<file path="src/rtl/alu_operand_loader.sv">
// Operand loader for the board-level ALU: three debounced push-buttons sequence
// the capture of operand A, operand B and the opcode from a shared switch bank.

module alu_operand_loader_btn #(
  parameter int DEBOUNCE_CYCLES = 1000000
) (
  input  logic clock,
  input  logic reset,
  input  logic btn,
  output logic press
);

  localparam int CW = (DEBOUNCE_CYCLES > 2) ? $clog2(DEBOUNCE_CYCLES) : 1;
  localparam logic [CW-1:0] CNT_MAX = CW'(DEBOUNCE_CYCLES - 1);

  logic          s1_q, s1_d, s2_q, s2_d;
  logic          level_q, level_d, level_dly_q, level_dly_d;
  logic          press_q, press_d;
  logic [CW-1:0] cnt_q, cnt_d;

  // A level change is accepted only after DEBOUNCE_CYCLES consecutive differing samples.
  always_comb begin
    s1_d        = btn;
    s2_d        = s1_q;
    level_d     = level_q;
    cnt_d       = '0;
    level_dly_d = level_q;
    press_d     = level_q & ~level_dly_q;
    if (s2_q != level_q) begin
      if (cnt_q == CNT_MAX) begin
        level_d = s2_q;
      end else begin
        cnt_d = cnt_q + 1'b1;
      end
    end
  end

  always_ff @(posedge clock) begin
    if (reset) begin
      s1_q        <= 1'b0;
      s2_q        <= 1'b0;
      level_q     <= 1'b0;
      level_dly_q <= 1'b0;
      press_q     <= 1'b0;
      cnt_q       <= '0;
    end else begin
      s1_q        <= s1_d;
      s2_q        <= s2_d;
      level_q     <= level_d;
      level_dly_q <= level_dly_d;
      press_q     <= press_d;
      cnt_q       <= cnt_d;
    end
  end

  assign press = press_q;

endmodule

module alu_operand_loader #(
  parameter int N_BITS          = 6,
  parameter int DEBOUNCE_CYCLES = 1000000
) (
  input  logic              clock,
  input  logic              reset,
  input  logic [N_BITS-1:0] i_sw,
  input  logic              i_btn_a,
  input  logic              i_btn_b,
  input  logic              i_btn_op,
  output logic [N_BITS-1:0] o_A,
  output logic [N_BITS-1:0] o_B,
  output logic [N_BITS-1:0] o_OP,
  output logic              o_ready,
  output logic [1:0]        o_state
);

  typedef enum logic [1:0] {
    S_A    = 2'b00,
    S_B    = 2'b01,
    S_OP   = 2'b10,
    S_DONE = 2'b11
  } state_t;

  logic press_a, press_b, press_op;

  alu_operand_loader_btn #(.DEBOUNCE_CYCLES(DEBOUNCE_CYCLES)) u_btn_a (
    .clock(clock), .reset(reset), .btn(i_btn_a), .press(press_a)
  );
  alu_operand_loader_btn #(.DEBOUNCE_CYCLES(DEBOUNCE_CYCLES)) u_btn_b (
    .clock(clock), .reset(reset), .btn(i_btn_b), .press(press_b)
  );
  alu_operand_loader_btn #(.DEBOUNCE_CYCLES(DEBOUNCE_CYCLES)) u_btn_op (
    .clock(clock), .reset(reset), .btn(i_btn_op), .press(press_op)
  );

  state_t            state_q, state_d;
  logic [N_BITS-1:0] a_q, a_d, b_q, b_d, op_q, op_d;
  logic              ready_q, ready_d;

  // In S_DONE any operand may be reloaded; A restarts the sequence, and only one press acts per cycle.
  always_comb begin
    state_d = state_q;
    a_d     = a_q;
    b_d     = b_q;
    op_d    = op_q;
    case (state_q)
      S_A: if (press_a) begin
        a_d     = i_sw;
        state_d = S_B;
      end
      S_B: if (press_b) begin
        b_d     = i_sw;
        state_d = S_OP;
      end
      S_OP: if (press_op) begin
        op_d    = i_sw;
        state_d = S_DONE;
      end
      S_DONE: begin
        if (press_a) begin
          a_d     = i_sw;
          state_d = S_B;
        end else if (press_b) begin
          b_d = i_sw;
        end else if (press_op) begin
          op_d = i_sw;
        end
      end
      default: state_d = S_A;
    endcase
    ready_d = (state_d == S_DONE);
  end

  always_ff @(posedge clock) begin
    if (reset) begin
      state_q <= S_A;
      a_q     <= '0;
      b_q     <= '0;
      op_q    <= '0;
      ready_q <= 1'b0;
    end else begin
      state_q <= state_d;
      a_q     <= a_d;
      b_q     <= b_d;
      op_q    <= op_d;
      ready_q <= ready_d;
    end
  end

  assign o_A     = a_q;
  assign o_B     = b_q;
  assign o_OP    = op_q;
  assign o_ready = ready_q;
  assign o_state = state_q;

endmodule

</file>
<file path="config.mk">
export PLATFORM = sky130hd
export DESIGN_NAME = alu_operand_loader
export DESIGN_NICKNAME = d
export VERILOG_FILES = /design/src/rtl/alu_operand_loader.sv
export SDC_FILE = /design/constraint.sdc
export NUM_CORES = 1
export LEC_CHECK = 0
export ABC_AREA = 1
export CAP_MARGIN = 15
export CORE_MARGIN = 3
export CORE_UTILIZATION = 61
export CTS_BUF_LIST = sky130_fd_sc_hd__clkbuf_4 sky130_fd_sc_hd__clkbuf_8
export CTS_CLUSTER_SIZE = 28
export DETAILED_ROUTE_END_ITERATION = 8
export PLACE_DENSITY = 0.87
export SLEW_MARGIN = 20
export SYNTH_ARGS = -nofsm -noshare
export SYNTH_HDL_FRONTEND = slang
export SYNTH_SLANG_ARGS = --single-unit
</file>
<file path="constraint.sdc">
create_clock -name clock -period 2 [get_ports clock]
set_clock_uncertainty 0.2 [all_clocks]
set_input_delay 0.3 -clock clock [delete_from_list [all_inputs] [get_ports clock]]
set_output_delay 0.3 -clock clock [all_outputs]
set_load 0.05 [all_outputs]
</file>
==> flow_summary.ini <==
[floorplanning]
core_um2 = 6940
die_width_um = 91.4
die_h_um = 91.4
start_util_pct = 64.1
dieArea_um2 = 8350
design.portCount = 32
row_count = 30

[yosys]
avgSynthCellArea_um2 = 7.22
synth-edff-count = 0
yosys.area.top_type = dfxtp_1
syn_area_um2 = 4450
syn_inst = 616
synth_common_cells = 145 x nor2_1, 126 x nand2_1, 96 x dfxtp_1
ys.flop_type = dfxtp_1
synth_top_cell_area_share_pct = 43.2
yosysMostFrequentCell = nor2_1
async_flop_share_pct = 0
yosysSeqAreaShare_pct = 43.2
synth_warnings = 0
syn_nets = 634
ys_ff_latch = 96
synth_area_leaders = dfxtp_1 43%, nor2_1 12%, nand2_1 11%
ys_types = 33

[clock_network]
path_clk_slew_ps = 100
cts.sinks = 96
post_cts_buffers = 0
clockBufferDepth = 2
cts_root_buffer = clkbuf_8
insertion_delay_ps = 370
numCtsBuffers = 9
cts_tree = done
htreeDepth = 3

[cells_and_area]
area_growth_pct = 13.6
fillCellCount = 530
final_nets = 672
diodes = 0
post_route_cells_drive_above_1_share_pct = 9.71
utilization_pct = 72.8

[place]
post-dp-hpwl_um = 6540
gp_congestion = 0.907
numPortBuffers = 31
dp_worst_setup_slack_ps = 77.5

[critical_path]
crit_type = reg2reg
reg2regPathDepth = 8
cp-end-kind = flop
cp_data_required_time_ps = 2060
arrival_ps = 1900
start_kind = flop
cp_max_fo = 5

[routing]
routed_via_density = 5.23
drc_errors = 0
dr_total_vias = 3948
drtIter0Drc = 165
avgRoutedWirePerCell_um = 12.0
wirelength_um = 9090
dr.pass1.iters = 7
ant_nets = 0

[sta]
postLayoutSetupSlackWorst_ps = 162
finalCriticalPeriod_ps = 1840
rsz0062_at_grt = no
fin_setup_tns_ps = 0
setup_viol = 0
fmax_mhz = 544
maxSlewViolCount = 0
tightest_slew_ps = 519
finalCritPeriodShare_pct = 91.9
hold_viol_final = 0
slew_headroom_pct = 65.6

[global_route]
grt_pass1_wl_um = 15900
antenna_found_initial = 0
grt_usage_pct = 22.9
grt_pass1_vias = 3819
overflow = 0
grt_max_degree = 21

[power]
comb_power_share_pct = 4.8
p_leak_uw = 0.00170
intPower_uw = 2590
swShare_pct = 24.6
seqPwrFrac_pct = 56.5
clkPwrFrac_pct = 38.7
ir_drop_mv = 0.402
power.switching_uw = 843
p_per_area_nw_per_um2 = 680

[hold_path]
worst_hold_path.num_cells = 1
min_path_type = reg2reg

[status]
status = completed

[flow_run]
cap_violations = 0
-- placed cells by master, fill, tap and decap left out, types with 8 or more instances in the layout --
| cell type | netlist | layout |
|---|---|---|
| nand4_1 | 8 | 8 |
| xnor2_1 | 11 | 11 |
| clkdlybuf4s50_1 | 0 | 10 |
| nor2_1 | 145 | 144 |
| dlygate4sd2_1 | 0 | 18 |
| nand3_1 | 31 | 30 |
| nor2_2 | 14 | 15 |
| a21oi_1 | 25 | 25 |
| a21oi_2 | 10 | 10 |
| dfxtp_1 | 96 | 96 |
| xor2_1 | 14 | 14 |
| inv_1 | 54 | 54 |
| clkbuf_8 | 0 | 9 |
| nand2_1 | 126 | 126 |
| o21ai_0 | 31 | 31 |
-- registers in the layout (all words and copies together) (netlist names), 2 cells and up --
name            flops
u_btn_a.cnt_q      20
o_OP                6
o_state             2
o_B                 6
o_A                 6
u_btn_b.cnt_q      20
u_btn_op.cnt_q     20
-- power groups by stage --
stage,clock network [µW],logic (µW),registers [µW]
6_report,1330,166,1940
5_1_grt,1450,184,1940
4_1_cts,1350,164,1940
3_5_place_dp,0,160,1990
3_3_place_gp,0,153,1980
2_1_floorplan,0,84.8,2010
-- per-layer routing --
layer	vias up	wire length [µm]	GRT usage, %
met5	-	0	0
met4	0	330	12.6
met3	40	332	4.39
met2	102	4430	39.1
met1	1783	3990	26.7
li1	2023	-	-
-- cells by family after synthesis --
group,Yosys count,synth area share [%]
AOI/OAI and AO/OA,72,9.31
DFF,96,43.2
and+or+nand+nor,352,34.5
adders and majority gates,7,1.97
xor gates and xnor gates,25,4.92
buffers and inverters,64,6.13
-- stage by stage --
stage | instance area, µm² | hold slack, ps | std cells | total power, µW
floorplan | 4450 | 173 | 616 | 2090
global placement | 4860 | 178 | 739 | 2140
detailed placement | 4860 | 183 | 739 | 2150
CTS | 5040 | 197 | 755 | 3450
global route | 5050 | 222 | 755 | 3570
finish | 5050 | 197 | 755 | 3430
-- layout make-up --
cell class	count	area [µm²]	area share, %
multi-input combinational	456	2260	44.7
sequential	96	1920	38.0
tap	96	120	2.38
clock buffer	9	124	2.45
timing repair buffer	36	335	6.64
inverter	55	206	4.09
clock inverter	7	83.8	1.66
-- worst max-delay path: stages, from the launching register on --
cell and delay, ps:
dfxtp_1 420, ha_1 240, nand3_2 130, inv_1 70, nand2_1 100, nor2_1 280
nand3_1 150, nand3_1 110, nor2_1 40
-- worst paths after layout --
check | endpoint | slack (ps) | from
worst max-delay path | u_btn_op.cnt_q[16] | 160 | u_btn_op.cnt_q[0]
worst min-delay path | u_btn_b.press | 200 | u_btn_b.level_dly_q
worst max register to register | u_btn_op.cnt_q[16] | 160 | u_btn_op.cnt_q[0]
worst min register to register | u_btn_b.press | 200 | u_btn_b.level_dly_q
-- timing repair --
action                     CTS  global route
gates resized for setup     18             3
hold buffers                 0             0
setup endpoints to repair   18             3
(Power assumes the default switching activity.)
==> variant 1 (same settings) <==
Register the inputs `i_btn_a`, `i_btn_b` and `i_btn_op` before use. The logic sees them one clock later. The other inputs are not delayed to match.
--- a/src/rtl/alu_operand_loader.sv
+++ b/src/rtl/alu_operand_loader.sv
@@ -81,16 +81,26 @@
     S_DONE = 2'b11
   } state_t;
 
+  logic i_btn_a_q;
+  logic i_btn_b_q;
+  logic i_btn_op_q;
+
+  always_ff @(posedge clock) begin
+    i_btn_a_q  <= i_btn_a;
+    i_btn_b_q  <= i_btn_b;
+    i_btn_op_q <= i_btn_op;
+  end
+
   logic press_a, press_b, press_op;
 
   alu_operand_loader_btn #(.DEBOUNCE_CYCLES(DEBOUNCE_CYCLES)) u_btn_a (
-    .clock(clock), .reset(reset), .btn(i_btn_a), .press(press_a)
+    .clock(clock), .reset(reset), .btn(i_btn_a_q), .press(press_a)
   );
   alu_operand_loader_btn #(.DEBOUNCE_CYCLES(DEBOUNCE_CYCLES)) u_btn_b (
-    .clock(clock), .reset(reset), .btn(i_btn_b), .press(press_b)
+    .clock(clock), .reset(reset), .btn(i_btn_b_q), .press(press_b)
   );
   alu_operand_loader_btn #(.DEBOUNCE_CYCLES(DEBOUNCE_CYCLES)) u_btn_op (
-    .clock(clock), .reset(reset), .btn(i_btn_op), .press(press_op)
+    .clock(clock), .reset(reset), .btn(i_btn_op_q), .press(press_op)
   );
 
   state_t            state_q, state_d;
Function: no difference found for any inputs over 10 cycles, from zero or initial values and one cycle with reset high; that may be too few to reach the edited logic, so the function may still have changed.
==> variant 1 against the original RTL <==
  * Area after synthesis up 1.4%
  * Cell count grew 0.66%
  * Total power increased by 1.8%
  * Critical endpoint is now u_btn_b.cnt_q[16]
  * Largest cell class unchanged
  * Worst hold slack worse by 21 ps
  * Count of clock-buffer cells in the layout increased by 2
  * Highest routed layer unchanged
  * Wire length is 0.41% lower
  * Sequential cell count is 3 higher
  * Sequential share of layout area grew 0.62 points
  * Die area is 1.3% higher
  * Non-clock buffer count rose by 2
  * Design area up 1.5%
  * Worst setup slack gained 17 ps
==> variant 1: results (changes against the original RTL) <==
================================================================================
First-pass GRT wire length                                          15800 microns   -0.35%
Slowest cell on the critical path                                   sky130_fd_sc_hd__dfxtp_1
Total CTS buffers                                                              9   unchanged
Placed wire-length estimate after detailed placement                6810 microns   +4.1%
Met3 wire len                                                        427 microns   +29%
Count of TritonRoute iterations in the first routing pass                      5   -2
Dpl cells                                                                    744   +0.68%
Syn nets                                                                     637   +0.47%
DRT met1 WL                                                         4040 microns   +1.4%
Critical R2R Launch                                                 u_btn_b.cnt_q[0]
Iter 0 DRT Violations                                                        138   -16%
Beginning of the worst hold path                                         i_btn_b
Share of the synthesized netlist area taken by xor and xnor gates          4.86%   -0.066 points
Largest fanout of any net on the critical path                                 4   -1
Sw frac                                                                    22.7%   -1.9 points
Compound-Gate Fraction of Synth Area                                       9.19%   -0.12 points
Mapped Avg Cell Area                                                  7.28 sq um   +0.86%
Crit path largest cell delay                                              380 ps   -40 ps
Transition time of the tightest slew-check pin                            523 ps   +4.67 ps
Filler cell count in the final layout                                        572   +7.9%
Met1 demand-to-capacity share in global routing                            27.9%   +1.2 points
Clock latency on the worst-skew pair                                      360 ps
Fin util                                                                   73.4%   +0.67 points
Pre-CTS setup slack                                                      83.1 ps   +5.57 ps
Number of H-tree levels                                                        3   unchanged
Via count of the first global-routing pass                                  3678   -3.7%
Leading post-synthesis cells by instance count                      145 x sky130_fd_sc_hd__nor2_1, 126 x sky130_fd_sc_hd__nand2_1, 99 x sky130_fd_sc_hd__dfxtp_1
Share of post-route cells with drive strength above 1                      9.79%   +0.077 points
Static leakage                                                           1.75 nW   +3.0%
DR vias                                                                     3933   -0.38%
Final nets                                                                   677   +0.74%
Aggregate routed wire length                                        9050 microns   -0.41%
RD Place Congestion                                                        0.878   -3.2%
Total cell area at the placement stage                                4930 sq um   +1.5%
Status                                                              finished clean
Seq. pwr                                                                 2.00 mW   +3%
GR Util met2                                                               38.6%   -0.51 points
Met3 layer usage reported by global route                                  5.00%   +0.61 points
Top cells by area, synth                                            sky130_fd_sc_hd__dfxtp_1 44%, sky130_fd_sc_hd__nor2_1 12%, sky130_fd_sc_hd__nand2_1 10%
All-Layer GR Usage                                                         22.4%   -0.44 points
Power per cell area                                                  682 nW/um^2   +0.33%
CP arrival                                                               1860 ps   -40 ps
Proportion of synthesized chip area in sequential cells                    44.0%   +0.76 points
Adder-cell area share of the yosys netlist                                 1.94%   -0.026 points
Routed WL per cell                                                  11.9 microns   -1.1%
DR WL met2                                                          4430 microns   about the same
Hold Path Class                                                     input port to register
Peak supply drop                                                          434 uV   +7.9%
CTS clk-pin slew, worst paths                                             100 ps   about the same
Pin count of the biggest net entering global routing                          21   unchanged
================================================================================
-- variant 1: cell count changes after synthesis, sizes merged --
| cell | before | now |
|---|---|---|
| dfxtp | 96 | 99 |
-- variant 1: timing repair --
item / in CTS / in global routing
endpoints found under the setup margin: 16 / 2
cloned: 0 / 0
gates resized for setup: 16 / 2
-- variant 1: final cells by class --
| cell class | instances | area share (%) |
|---|---|---|
| inverter | 55 | 4.03 |
| multi-input combinational | 456 | 44.0 |
| clock buffer | 11 | 2.95 |
| tap | 96 | 2.34 |
| timing repair buffer | 38 | 6.88 |
| sequential | 99 | 38.7 |
| clock inverter | 5 | 1.17 |
-- variant 1: worst paths after layout --
kind / slack, ps / to / cells past startpoint
hold / removal: 180 / i_btn_b_q / 1
setup / recovery: 180 / u_btn_b.cnt_q[16] / 8
hold reg to reg: 190 / u_btn_a.press / 1
setup reg to reg: 180 / u_btn_b.cnt_q[16] / 8
==> variant 2 (same settings) <==
Without the edit above. `DEBOUNCE_CYCLES` is set to 1000000 in 2 places; all go to 2000000.
--- a/src/rtl/alu_operand_loader.sv
+++ b/src/rtl/alu_operand_loader.sv
@@ -2,7 +2,7 @@
 // the capture of operand A, operand B and the opcode from a shared switch bank.
 
 module alu_operand_loader_btn #(
-  parameter int DEBOUNCE_CYCLES = 1000000
+  parameter int DEBOUNCE_CYCLES = 2000000
 ) (
   input  logic clock,
   input  logic reset,
@@ -59,7 +59,7 @@
 
 module alu_operand_loader #(
   parameter int N_BITS          = 6,
-  parameter int DEBOUNCE_CYCLES = 1000000
+  parameter int DEBOUNCE_CYCLES = 2000000
 ) (
   input  logic              clock,
   input  logic              reset,
Function: no difference found for any inputs over 10 cycles, from zero or initial values and one cycle with reset high; that may be too few to reach the edited logic, so the function may still have changed.
==> variant 2 against the original RTL <==
  * Worst setup slack better by 52 ps
  * Synthesized cell count is 8.4% higher
  * Via count increased by 5.2%
  * Sequential cell count grew 3
  * First-iteration DRC count increased by 6.1%
  * Total power is 1.3% higher
  * Wire length is 4.6% higher
  * Design area up 5.0%
  * Area after synthesis grew 6.0%
  * Critical endpoint is now o_A[1]
==> variant 2: results (changes against the original RTL) <==
================================================================================
Pin count of the biggest net entering global routing                          22   +4.8%
Kind of cell adding the most delay to the critical path             buffers and inverters
Average via count per standard cell                                         5.14   -1.7%
Area occupied by multi-input gates                                    2420 sq um   +6.9%
DR WL met2                                                          4660 microns   +5.1%
Pre-CTS setup slack                                                       104 ps   +26.4 ps
Non-clock buffer total of the final layout                                    35   -2.8%
Count of inverters not on the clock network in the layout                     67   +22%
Share of post-route cells with drive strength above 1                      7.19%   -2.5 points
Peak supply drop                                                          451 uV   +12%
Dpl cells                                                                    792   +7.2%
Placed wire-length estimate after detailed placement                6980 microns   +6.8%
Register cell area after layout                                       1980 sq um   +3.1%
Cells on worst reg2reg path                                                    7   -1
Compound-Gate Fraction of Synth Area                                       6.76%   -2.5 points
Hold Path End                                                       u_btn_a.press
Slowest cell on the critical path                                   sky130_fd_sc_hd__dlygate4sd2_1
Fin util                                                                   72.0%   -0.79 points
Status                                                              finished clean
Leading post-synthesis cells by instance count                      178 x sky130_fd_sc_hd__nor2_1, 135 x sky130_fd_sc_hd__nand2_1, 99 x sky130_fd_sc_hd__dfxtp_1
Iter 0 DRT Violations                                                        175   +6.1%
Crit path launch                                                          o_A[1]
Crit path largest cell delay                                              550 ps   +130 ps
GR Util met2                                                               39.4%   +0.25 points
Worst Hold Slack                                                          195 ps   -1.70 ps
All-Layer GR Usage                                                         23.0%   +0.12 points
Static leakage                                                           1.85 nW   +8.9%
Met3 layer usage reported by global route                                  5.05%   +0.66 points
Total cell area at the placement stage                                5110 sq um   +5.3%
Filler cell count in the final layout                                        617   +16%
Count of TritonRoute iterations in the first routing pass                      5   -2
Multi-Input Combinational                                                    492   +7.9%
Total clock sinks                                                             99   +3.1%
Cells after Synth                                                            668   +8.4%
Proportion of final cell area spent on non-clock buffers                   6.18%   -0.46 points
Met1 demand-to-capacity share in global routing                            29.0%   +2.3 points
Period utilisation layout                                                  89.3%   -2.6 points
DRT met1 WL                                                         4270 microns   +7.0%
Worst relative slew slack                                                  66.7%   +1.1 points
Number of non-filler instances in the completed layout                       808   +7.0%
Share of the synthesized netlist area taken by xor and xnor gates          6.13%   +1.2 points
================================================================================
==> variant 2: cell types whose count changed after synthesis, moves of 3 or more <==
| cell | unedited run | this run |
|---|---|---|
| sky130_fd_sc_hd__o21ai_0 | 31 | 27 |
| sky130_fd_sc_hd__nor2_2 | 14 | 4 |
| sky130_fd_sc_hd__xor2_1 | 14 | 21 |
| sky130_fd_sc_hd__nand2_1 | 126 | 135 |
| sky130_fd_sc_hd__dfxtp_1 | 96 | 99 |
| sky130_fd_sc_hd__a21oi_2 | 10 | 1 |
| sky130_fd_sc_hd__inv_1 | 54 | 66 |
| sky130_fd_sc_hd__nand3_2 | 5 | 10 |
| sky130_fd_sc_hd__nand3_1 | 31 | 37 |
| sky130_fd_sc_hd__nor2_1 | 145 | 178 |
==> variant 2: repair_timing <==
item | in CTS | in global routing
gates resized for setup | 18 | 3
buffers inserted | 0 | 0
endpoints found under the hold margin | 0 | 0
endpoints found under the setup margin | 18 | 12
